$ cat src/rtl/operand_fetch_if.sv
// Operand-fetch bus: request/control fields in, ALU operands out, plus the register-file write port.
// The master drives requests and writes; the slave (operand_fetch) returns Ain/Bin under valid/ack.
interface operand_fetch_if #(
    parameter int WIDTH  = 16,
    parameter int ADDR_W = 3
) ();
    logic              start;
    logic              ready;
    logic [ADDR_W-1:0] readnum_n;
    logic [ADDR_W-1:0] readnum_m;
    logic [1:0]        shift;
    logic              asel;
    logic              bsel;
    logic [WIDTH-1:0]  sximm5;
    logic              write;
    logic [ADDR_W-1:0] writenum;
    logic [WIDTH-1:0]  data_in;
    logic [WIDTH-1:0]  Ain;
    logic [WIDTH-1:0]  Bin;
    logic              valid;
    logic              ack;

    // Handshake: start is taken only on an edge where ready=1; valid stays high with Ain/Bin
    // frozen until an edge samples ack=1, and drops on the cycle after that edge.
    modport master (
        output start, readnum_n, readnum_m, shift, asel, bsel, sximm5,
        output write, writenum, data_in, ack,
        input  ready, Ain, Bin, valid
    );

    modport slave (
        input  start, readnum_n, readnum_m, shift, asel, bsel, sximm5,
        input  write, writenum, data_in, ack,
        output ready, Ain, Bin, valid
    );
endinterface

$ cat src/rtl/operand_fetch.sv
// Operand stage of the Simple RISC Machine: register file, A/B latches, shifter and source muxes.
// A four-state FSM reads Rn then Rm on successive edges and holds the operands until ack.
module operand_fetch #(
    parameter int WIDTH  = 16,
    parameter int ADDR_W = 3
) (
    input  logic             clk,
    input  logic             reset_n,
    operand_fetch_if.slave   bus,
    output logic [1:0]       dbg_state
);
    localparam int NREGS = 2 ** ADDR_W;

    typedef enum logic [1:0] {
        IDLE   = 2'd0,
        READ_A = 2'd1,
        READ_B = 2'd2,
        OUT    = 2'd3
    } state_t;

    state_t            state, state_nxt;
    logic [WIDTH-1:0]  rf [NREGS];
    logic [WIDTH-1:0]  a_q, b_q, b_shift;
    logic [WIDTH-1:0]  a_rd, b_rd;
    logic [WIDTH-1:0]  sximm5_q;
    logic [ADDR_W-1:0] rn_q, rm_q;
    logic [1:0]        shift_q;
    logic              asel_q, bsel_q;
    logic              accept;

    assign accept = (state == IDLE) && bus.start;

    // Same-edge write to the register being read wins, so A/B see the new value.
    assign a_rd = (bus.write && (bus.writenum == rn_q)) ? bus.data_in : rf[rn_q];
    assign b_rd = (bus.write && (bus.writenum == rm_q)) ? bus.data_in : rf[rm_q];

    always_ff @(posedge clk or negedge reset_n) begin
        if (!reset_n) begin
            state <= IDLE;
        end else begin
            state <= state_nxt;
        end
    end

    always_comb begin
        state_nxt = state;
        case (state)
            IDLE:    if (bus.start) state_nxt = READ_A;
            READ_A:  state_nxt = READ_B;
            READ_B:  state_nxt = OUT;
            OUT:     if (bus.ack) state_nxt = IDLE;
            default: state_nxt = IDLE;
        endcase
    end

    always_ff @(posedge clk or negedge reset_n) begin
        if (!reset_n) begin
            for (int i = 0; i < NREGS; i++) rf[i] <= '0;
        end else if (bus.write) begin
            rf[bus.writenum] <= bus.data_in;
        end
    end

    always_ff @(posedge clk or negedge reset_n) begin
        if (!reset_n) begin
            rn_q     <= '0;
            rm_q     <= '0;
            shift_q  <= '0;
            asel_q   <= 1'b0;
            bsel_q   <= 1'b0;
            sximm5_q <= '0;
        end else if (accept) begin
            rn_q     <= bus.readnum_n;
            rm_q     <= bus.readnum_m;
            shift_q  <= bus.shift;
            asel_q   <= bus.asel;
            bsel_q   <= bus.bsel;
            sximm5_q <= bus.sximm5;
        end
    end

    always_ff @(posedge clk or negedge reset_n) begin
        if (!reset_n) begin
            a_q <= '0;
            b_q <= '0;
        end else begin
            if (state == READ_A) a_q <= a_rd;
            if (state == READ_B) b_q <= b_rd;
        end
    end

    always_comb begin
        b_shift = b_q;
        case (shift_q)
            2'b01:   b_shift = {b_q[WIDTH-2:0], 1'b0};
            2'b10:   b_shift = {1'b0, b_q[WIDTH-1:1]};
            2'b11:   b_shift = {b_q[WIDTH-1], b_q[WIDTH-1:1]};
            default: b_shift = b_q;
        endcase
    end

    // Muxes are live in every state; consumers qualify Ain/Bin with valid.
    assign bus.Ain   = asel_q ? '0 : a_q;
    assign bus.Bin   = bsel_q ? sximm5_q : b_shift;
    assign bus.ready = (state == IDLE);
    assign bus.valid = (state == OUT);
    assign dbg_state = state;
endmodule
$ cat src/flat_wrapper.sv
// flat-port wrapper written by rule: the top's interface ports become plain ports
module operand_fetch_flat 
#(
    parameter int WIDTH  = 16,
    parameter int ADDR_W = 3
)
  (clk, reset_n, dbg_state, bus_start, bus_readnum_n, bus_readnum_m, bus_shift, bus_asel, bus_bsel, bus_sximm5, bus_write, bus_writenum, bus_data_in, bus_ack, bus_ready, bus_Ain, bus_Bin, bus_valid);
  operand_fetch_if #(.WIDTH(WIDTH), .ADDR_W(ADDR_W)) bus_i ();
  input  logic clk;
  input  logic reset_n;
  output logic [1:0] dbg_state;
  input wire logic [$bits(bus_i.start)-1:0] bus_start;
  input wire logic [$bits(bus_i.readnum_n)-1:0] bus_readnum_n;
  input wire logic [$bits(bus_i.readnum_m)-1:0] bus_readnum_m;
  input wire logic [$bits(bus_i.shift)-1:0] bus_shift;
  input wire logic [$bits(bus_i.asel)-1:0] bus_asel;
  input wire logic [$bits(bus_i.bsel)-1:0] bus_bsel;
  input wire logic [$bits(bus_i.sximm5)-1:0] bus_sximm5;
  input wire logic [$bits(bus_i.write)-1:0] bus_write;
  input wire logic [$bits(bus_i.writenum)-1:0] bus_writenum;
  input wire logic [$bits(bus_i.data_in)-1:0] bus_data_in;
  input wire logic [$bits(bus_i.ack)-1:0] bus_ack;
  output wire logic [$bits(bus_i.ready)-1:0] bus_ready;
  output wire logic [$bits(bus_i.Ain)-1:0] bus_Ain;
  output wire logic [$bits(bus_i.Bin)-1:0] bus_Bin;
  output wire logic [$bits(bus_i.valid)-1:0] bus_valid;
  assign bus_i.start = bus_start;
  assign bus_i.readnum_n = bus_readnum_n;
  assign bus_i.readnum_m = bus_readnum_m;
  assign bus_i.shift = bus_shift;
  assign bus_i.asel = bus_asel;
  assign bus_i.bsel = bus_bsel;
  assign bus_i.sximm5 = bus_sximm5;
  assign bus_i.write = bus_write;
  assign bus_i.writenum = bus_writenum;
  assign bus_i.data_in = bus_data_in;
  assign bus_i.ack = bus_ack;
  assign bus_ready = bus_i.ready;
  assign bus_Ain = bus_i.Ain;
  assign bus_Bin = bus_i.Bin;
  assign bus_valid = bus_i.valid;
  operand_fetch #(.WIDTH(WIDTH), .ADDR_W(ADDR_W)) u_core (.clk(clk), .reset_n(reset_n), .bus(bus_i), .dbg_state(dbg_state));
endmodule
$ cat config.mk
export PLATFORM = sky130hd
export DESIGN_NAME = operand_fetch_flat
export DESIGN_NICKNAME = d
export VERILOG_FILES = /design/src/rtl/operand_fetch_if.sv /design/src/rtl/operand_fetch.sv /design/src/flat_wrapper.sv
export SDC_FILE = /design/constraint.sdc
export NUM_CORES = 1
export LEC_CHECK = 0
export CORE_MARGIN = 2
export CORE_UTILIZATION = 56
export DETAILED_ROUTE_END_ITERATION = 8
export GPL_TIMING_DRIVEN = 0
export PLACE_DENSITY = 0.8
export SYNTH_ARGS = -nofsm -noshare
export SYNTH_HDL_FRONTEND = slang
export SYNTH_SLANG_ARGS = --single-unit
$ cat constraint.sdc
create_clock -name clk -period 2.5 [get_ports clk]
set_input_delay 0.375 -clock clk [delete_from_list [all_inputs] [get_ports clk]]
set_output_delay 0.375 -clock clk [all_outputs]
set_load 0.02 [all_outputs]
==> flow_metrics.tcl, run 1 <==
set metrics [dict create \
    vias_per_cell 6.59 \
    clock_latency_ns 0.44 \
    r2r_slack_ns 0.20 \
    synthAdderAreaFrac 0.00638 \
    hold_violations 0 \
    rows 48 \
    setup-violations-final 0 \
    synth.most_common_cell "dfrtp_1" \
    die_h_um 136 \
    htreeDepth 4 \
    start_util 0.569 \
    nets 909 \
    synthMuxAreaShare 0.329 \
    synth_top_area_cell "dfrtp_1" \
    port-buffer-count 80 \
    grt_usage 0.310 \
    grt_pass1_wl_mm 41.7 \
    routedWlPerCell_um 25.2 \
    first_pass_iters 5 \
    drtIter0Drc 698 \
    synth_ff_type "dfrtp_1" \
    worstSetupStartpointType "flop" \
    grt_pass1_vias 7304 \
    finClkSkew_ns 0.00512 \
    arrival_ns 2.11 \
    yosysWarnings 0 \
    synth_xor_area_frac 0.00536 \
    tightest_slew_ns 1.00 \
    totalWireLength_mm 27.5 \
    synth_compound_area_frac 0.0722 \
    place_hpwl_mm 18.0 \
    holdCritPathClass "primary input to flop" \
    cts_inserted_buffers 17 \
    maxSlewViolCount 0 \
    yosysSeqAreaShare 0.479 \
    synth_edf_count 0 \
    setup_ws_ns 0.0176 \
    period_minus_slack_ns 2.48 \
    power_w 0.0146 \
    cp_max_fo 10 \
    async_flop_share 1.00 \
    nFillCells 1211 \
    fin_util 0.671 \
    postCtsSetupBuffers 0 \
    critPathKind "flop to output pin" \
    drive_gt1_frac 0.279 \
    fin_tns_setup_ns 0 \
    ys_types 30 \
    grt_max_degree 101 \
    power_density_nw_per_um2 1270 \
    cts-root-buf "clkbuf_16" \
    final_cell_count_no_fill 1091 \
    ioPinCount 86 \
    die_w_um 136 \
    outcome "completed" \
    syn_nets 811 \
    worstPathRequired_ns 2.12 \
    ir_drop_uv 859 \
    p_leak_nw 5.04 \
    fin_crit_sh 0.993 \
    cts_buffer_depth 2 \
    synth_common_cells "dfrtp_1, mux2_2, nand2_1" \
    cts_tree "done" \
    relSlewSlack 0.332 \
    synth_top_area_frac 0.479 \
    antenna_found_initial 0 \
    area_delta_synth_final_pct 17.8 \
    drc 0 \
    syn_area_um2 9810 \
    gp_congestion 0.852 \
    placedCellCount 1062 \
    clk_pin_slew_ns 0.07 \
    ys_ff_latch 188 \
    vias 7194 \
    cts.sinks 188 \
    antenna_cells 0 \
    fmax_mhz 403 \
    ant_nets 0 \
    synth_top_family_by_area "multiplexers" \
    syn_inst 756 \
    pre_cts_ws_ns -0.383 \
    synth_top_cells_by_area "dfrtp_1, mux2_2, mux4_2" \
    maxCapViolations 0 \
    worstSetupEndpointType "output pin" \
    avgSynthCellArea_um2 13.0 \
    grt-ovfl-total 0 \
    core_um2 17200 \
    synth-simple-area-share 0.0662 \
    dieArea_um2 18600 \
]
-- final timing paths --
kind | cells after the start | endpoint | start
max | 6 | bus_Bin[10] | u_core.shift_q[0]
min | 3 | u_core.rf[5] | bus_writenum[0]
max reg2reg | 7 | u_core.b_q[9] | u_core.dbg_state[0]
min reg2reg | 2 | u_core.rf[79] | u_core.rf[79]
max in group asynchronous | 3 | u_core.rf[86] | reset_n
min in group asynchronous | 2 | u_core.rf[117] | reset_n
-- kinds of logic (layout without fill, tap and decap cells) --
logic type | after synthesis | after routing
compound gates | 113 | 113
xor+xnor | 6 | 6
fa+ha+maj | 5 | 5
buf+inv | 82 | 192
flops | 188 | 188
mux | 221 | 221
simple gates | 141 | 141
-- state kept, by name, summed over array words and instances, names as in the netlist --
register          flops
u_core.rf           128
u_core.a_q           16
u_core.b_q           16
u_core.sximm5_q      16
u_core.rm_q           3
u_core.rn_q           3
u_core.dbg_state      2
u_core.shift_q        2
u_core.asel_q         1
u_core.bsel_q         1
-- timing repair --
| item | CTS | global route |
|---|---|---|
| setup endpoints to repair | 47 | 23 |
| resized for setup | 23 | 16 |
| pin swaps | 0 | 0 |
| hold endpoints to repair | 88 | 0 |
| hold buffers | 1 | 0 |
-- report_power, final --
group          leakage, nW  switching, W  internal [W]
Clock                0.275       0.00120       0.00147
Combinational         2.49       0.00356       0.00363
Sequential            2.28      0.000782       0.00398
-- metrics by stage --
stage	instance area (um^2)	hold WS, ns
detailed placement	10900	0.429
floorplan	9810	0.0794
global placement	10900	0.467
finish	11600	0.468
global route	11600	0.471
CTS	11500	0.464
-- cells in the final DEF, fill, tap and decap left out, types with 21 or more instances in the layout --
master	n
mux2_2	117
a221oi_1	25
mux2i_1	40
inv_1	21
nor2b_1	23
clkdlybuf4s50_1	62
mux4_2	46
dfrtp_1	187
nand2_1	80
nor2_1	27
o21ai_0	72
-- per-layer routing --
metal  GRT usage  part of all wire
met1       0.405              0.38
met2       0.485              0.47
met3      0.0899              0.11
met4       0.136             0.033
met5           0                 0
-- area by class of cell --
type | instances | area (um^2) | area share
plain buffers | 58 | 344 | 0.0298
clock buffers | 17 | 425 | 0.0368
clock inverters | 14 | 150 | 0.0130
inverters | 21 | 78.8 | 0.00682
multi-input cells | 486 | 4720 | 0.408
flip-flops and latches | 188 | 4710 | 0.407
well taps | 225 | 282 | 0.0244
repair buffers | 82 | 852 | 0.0737
-- critical path: stages (launching register included) --
cell and delay, ns:
dfrtp_1 0.35, buf_4 0.20, buf_8 0.17, mux2i_1 0.20, o21ai_0 0.12, mux2_2 0.29, dlygate4sd2_1 0.32
Note: power is estimated with default switching activity, not from simulation.
==> inputs of run 2 (changes only) <==
CORE_MARGIN = 5   (was 2)
MAX_ROUTING_LAYER = met4   (was not set)
==> run 2 against run 1 <==
Effect of this change:
- sequential power is essentially flat
- core utilization is essentially flat
- total power is essentially flat
- register-to-register slack lost 0.08 ns
- cell area is essentially flat
- clock skew grew 0.0034 ns
- wire length grew 0.73%
- critical path depth shrank 3
- first-iteration DRC count grew 9.3%
- maximum frequency grew 2.2%
- combinational power is essentially flat
- critical endpoint is now bus_Ain[10]
- largest power group unchanged
==> flow_metrics.tcl, run 2 (same netlist as run 1, synthesis figures left out) <==
set metrics [dict create \
    clock_latency_ns 0.44 \
    finClkSkew_ns 0.00851 \
    drc 0 \
    cts_inserted_buffers 17 \
    ir_drop_uv 711 \
    largest_reg_flops 128 \
    r2r_cells 7 \
    cts.sinks 188 \
    layout_common_cells "dfrtp_1, mux2_2, nand2_1" \
    dieArea_um2 20300 \
    crit_chain "clkbuf_4 -> nor2b_1 -> clkdlybuf4s50_1" \
    grt_max_degree 126 \
    placedCellCount 1062 \
    nFillCells 1257 \
    arrival_ns 2.05 \
    gp_congestion 0.889 \
    antenna_found_initial 0 \
    cts-root-buf "clkbuf_16" \
    grt-ovfl-total 0 \
    fin_tns_setup_ns 0 \
    cts_tree "done" \
    worstPathRequired_ns 2.12 \
    drtIter0Drc 763 \
    power_w 0.0146 \
    tightest_slew_ns 0.932 \
    fmax_mhz 412 \
    die_h_um 142 \
    outcome "completed" \
    r2r_slack_ns 0.12 \
    cts_buffer_depth 2 \
    power_density_nw_per_um2 1270 \
    critPathMaxStageDelay_ns 0.64 \
    setup-violations-final 0 \
    grt_usage 0.293 \
    r2r_end "u_core.a_q[8]" \
    layout_commonest_cell "dfrtp_1" \
    grt_pass1_wl_mm 43.0 \
    core_um2 17200 \
    htreeDepth 4 \
    pre_cts_ws_ns -0.376 \
    clk_pin_slew_ns 0.07 \
    area_delta_synth_final_pct 17.8 \
    vias_per_cell 6.56 \
    port-buffer-count 80 \
    crit_path_top_delay_cell "clkdlybuf4s50_1" \
    worstSetupStartpointType "flop" \
    nets 909 \
    rsz0062_at_grt "false" \
    ant_nets 0 \
    rows 48 \
    holdCritPathClass "primary input to async pin" \
    fin_crit_sh 0.972 \
    largest-register "u_core.rf" \
    period_minus_slack_ns 2.43 \
    ioPinCount 86 \
    totalWireLength_mm 27.7 \
    grt_pass1_vias 7413 \
    die_w_um 142 \
    vias 7167 \
    antenna_cells 0 \
    final_cell_count_no_fill 1092 \
    hold_ws_ns 0.459 \
    first_pass_iters 7 \
    worstSetupEndpointType "output pin" \
    p_leak_nw 5.04 \
    setup_ws_ns 0.0703 \
    drive_gt1_frac 0.281 \
    hold_violations 0 \
    maxCapViolations 0 \
    relSlewSlack 0.379 \
    cp_max_fo 10 \
    place_hpwl_mm 17.9 \
    start_util 0.569 \
    routedWlPerCell_um 25.4 \
    maxSlewViolCount 0 \
    reg2reg_from "u_core.dbg_state[1]" \
    critPathKind "flop to output pin" \
]
==> run 2: changes by cell type in the layout (fill, tap and decap cells not counted), moves of 2 or more <==
cell,change
o21ai_0,+2
clkinvlp_4,-2
inv_6,+2
o21ai_1,-2
clkinv_2,+2
clkinv_4,-2
==> run 2: cell type report <==
type,count,area [um^2],share of cell area
Timing Repair Buffer,82,848,0.0734
Sequential cell,188,4710,0.407
Clock buffer,18,439,0.0380
Multi-Input combinational cell,486,4720,0.408
Tap cell,225,282,0.0243
Clock inverter,14,145,0.0126
Buffer,58,344,0.0298
Inverter,21,78.8,0.00682
==> run 2: worst max-delay path, delay by kind of cell, from the launching register on <==
kind / cells / cell delay (ns)
flip-flops: 1 / 0.51
AND/OR/NAND/NOR: 1 / 0.21
buffers and inverters: 2 / 0.90
==> run 2: routing by layer <==
metal	track usage	part of all wire	up-vias
li1	-	-	3002
met3	0.0558	0.094	97
met4	0.137	0.041	0
met2	0.442	0.46	430
met5	-	0	-
met1	0.387	0.40	3638
==> run 2: per-stage QoR <==
stage,util,cell area (um^2)
after floorplan,-,9810
after global placement,0.632,10900
after detailed placement,0.634,10900
after CTS,0.669,11500
after global routing,0.671,11600
final,0.671,11600
==> run 2: worst max-delay path by stage <==
stage | start | to | slack [ns] | depth (start not counted)
6_report | u_core.asel_q | bus_Ain[10] | 0.07 | 3
5_1_grt | u_core.shift_q[0] | bus_Bin[8] | 0.02 | 6
4_1_cts | u_core.asel_q | bus_Ain[10] | 0.02 | 3
3_5_place_dp | u_core.dbg_state[1] | u_core.a_q[6] | -0.38 | 7
3_3_place_gp | reset_n | u_core.rf[54] | -6.70 | 1
2_1_floorplan | u_core.dbg_state[0] | u_core.asel_q | 0.51 | 5
==> run 2: report_power, final <==
part | total (W) | internal (W) | switching (W)
logic | 0.00718 | 0.00363 | 0.00356
registers | 0.00475 | 0.00398 | 0.000761
clock network | 0.00272 | 0.00150 | 0.00121
==> run 2: repair_timing <==
action                                  4_1_cts  5_1_grt
buffers inserted                              0        0
hold buffers                                  1        0
endpoints found under the setup margin       47       29
endpoints found under the hold margin        63        0
resized for setup                            24       14
==> inputs of run 3 (changes only) <==
SLEW_MARGIN = 20   (was not set)
==> run 3 against run 2 <==
Effect of this change:
- setup slack worse by 0.0051 ns
- die area unchanged
- highest routed layer unchanged
- maximum frequency down 0.21%
- hold slack better by 0.026 ns
- critical path depth unchanged
- total power up 0.77%
- sequential share of layout area down 0.084 points
==> flow_metrics.tcl, run 3 (same netlist as run 1, synthesis figures left out) <==
set metrics [dict create \
    relSlewSlack 0.364 \
    vias_per_cell 6.55 \
    nets 909 \
    start_util 0.569 \
    htreeDepth 4 \
    critPathKind "flop to output pin" \
    postCtsSetupBuffers 0 \
    period_minus_slack_ns 2.43 \
    drtIter0Drc 737 \
    grt-ovfl-total 0 \
    clk_pin_slew_ns 0.07 \
    area_delta_synth_final_pct 18.1 \
    largest-register "u_core.rf" \
    power_density_nw_per_um2 1270 \
    p_leak_nw 5.02 \
    cts_tree "done" \
    ir_drop_uv 761 \
    worstPathRequired_ns 2.12 \
    routedWlPerCell_um 25.2 \
    cp_max_fo 10 \
    pwr-share-clk 0.191 \
    worstSetupEndpointType "output pin" \
    crit_end "bus_Ain[10]" \
    fin_crit_sh 0.974 \
    internal-power_w 0.00927 \
    final_cell_count_no_fill 1092 \
    p_sw_frac 0.372 \
    r2r_end "u_core.a_q[11]" \
    hold_ws_ns 0.485 \
    maxSlewViolCount 0 \
    setup-violations-final 0 \
    port-buffer-count 80 \
    ant_nets 0 \
    die_h_um 142 \
    place_hpwl_mm 17.9 \
    hold_violations 0 \
    nFillCells 1258 \
    clock_latency_ns 0.44 \
    dpl-instance-area_um2 10900 \
    holdCritPathClass "primary input to flop" \
    worstSetupStartpointType "flop" \
    fmax_mhz 411 \
    rows 48 \
    totalWireLength_mm 27.5 \
    ioPinCount 86 \
    largest_reg_flops 128 \
    grt_usage 0.290 \
    grt_max_degree 99 \
    maxCapViolations 0 \
    drc 0 \
    cts_inserted_buffers 17 \
    cts_buffer_depth 2 \
    tightest_slew_ns 0.954 \
    placedCellCount 1062 \
    stdcell_area_um2 11600 \
    layout_common_cells "dfrtp_1, mux2_2, nand2_1" \
    drive_gt1_frac 0.281 \
    combPwrFrac 0.487 \
    reg2reg_from "u_core.dbg_state[1]" \
    arrival_ns 2.06 \
    rsz0062_at_grt "false" \
    die_w_um 142 \
    dieArea_um2 20300 \
    r2r_cells 7 \
    power.share.sequential 0.322 \
    cts-root-buf "clkbuf_16" \
    vias 7148 \
    cts.sinks 188 \
    r2r_slack_ns 0.13 \
    finClkSkew_ns 0.00693 \
    core_um2 17200 \
    gp_congestion 0.889 \
    grt_pass1_vias 7379 \
    crit_path_start "u_core.asel_q" \
    grt_pass1_wl_mm 42.7 \
    layout_commonest_cell "dfrtp_1" \
    fin_tns_setup_ns 0 \
    first_pass_iters 6 \
    switching_power_w 0.00549 \
    outcome "completed" \
    antenna_found_initial 1 \
]
[run 3: changes by cell type in the layout (fill, tap and decap cells not counted), moves of 2 or more]
cell	previous run	this run
o21ai_0	74	71
clkinv_4	4	2
dlymetal6s2s_1	7	4
clkdlybuf4s50_1	62	65
o21ai_1	2	5
inv_6	2	0
clkbuf_8	1	3
[run 3: worst max-delay path, stage by stage, from the launching register on]
cell	delay (ns)
dfrtp_2	0.51
clkbuf_4	0.26
nor2b_1	0.21
clkdlybuf4s50_1	0.64
[run 3: metrics by stage]
stage,total power (W),setup WS [ns],utilization
after floorplan,0.00948,0.514,-
after global placement,0.0117,-6.70,0.632
after detailed placement,0.0119,-0.351,0.634
after CTS,0.0147,0.0192,0.671
after global routing,0.0155,0.00618,0.672
final,0.0148,0.0652,0.672
[run 3: worst min path at each step]
stage                         start                  end  slack, ns  cells past startpoint
global route        bus_writenum[1]        u_core.rf[69]       0.50                      3
floorplan                   reset_n        u_core.a_q[0]       0.08                      0
CTS                  bus_data_in[5]        u_core.rf[21]       0.48                      2
detailed placement          reset_n  u_core.dbg_state[0]       0.45                      1
finish              bus_writenum[1]        u_core.rf[69]       0.49                      3
global placement      u_core.rf[78]        u_core.rf[78]       0.47                      2
[run 3: final cells by class]
cell class / count / area (um^2) / share of cell area
repair buffers: 82 / 841 / 0.0726
inverters: 21 / 78.8 / 0.00680
plain buffers: 58 / 348 / 0.0300
flip-flops and latches: 188 / 4710 / 0.406
diodes: 1 / 2.50 / 0.000216
multi-input cells: 486 / 4720 / 0.407
well taps: 225 / 282 / 0.0243
clock inverters: 11 / 143 / 0.0123
clock buffers: 20 / 467 / 0.0403
[run 3: power groups by stage]
| stage | sequential [W] | combinational [W] | clock (W) |
|---|---|---|---|
| global placement | 0.00468 | 0.00703 | 0 |
| finish | 0.00475 | 0.00719 | 0.00281 |
| CTS | 0.00471 | 0.00715 | 0.00282 |
| global route | 0.00484 | 0.00769 | 0.00296 |
| detailed placement | 0.00472 | 0.00715 | 0 |
| floorplan | 0.00447 | 0.00502 | 0 |
[run 3: what timing repair did]
item	CTS	global route
hold endpoints to repair	46	0
hold buffers	1	0
resized for setup	25	14
setup endpoints to repair	47	30
[run 3: per-layer routing]
metal | GRT usage | vias to the layer above | share of wire
met2 | 0.436 | 435 | 0.46
met1 | 0.385 | 3628 | 0.41
met4 | 0.132 | 0 | 0.043
li1 | - | 2991 | -
met3 | 0.0558 | 94 | 0.096
met5 | - | - | 0
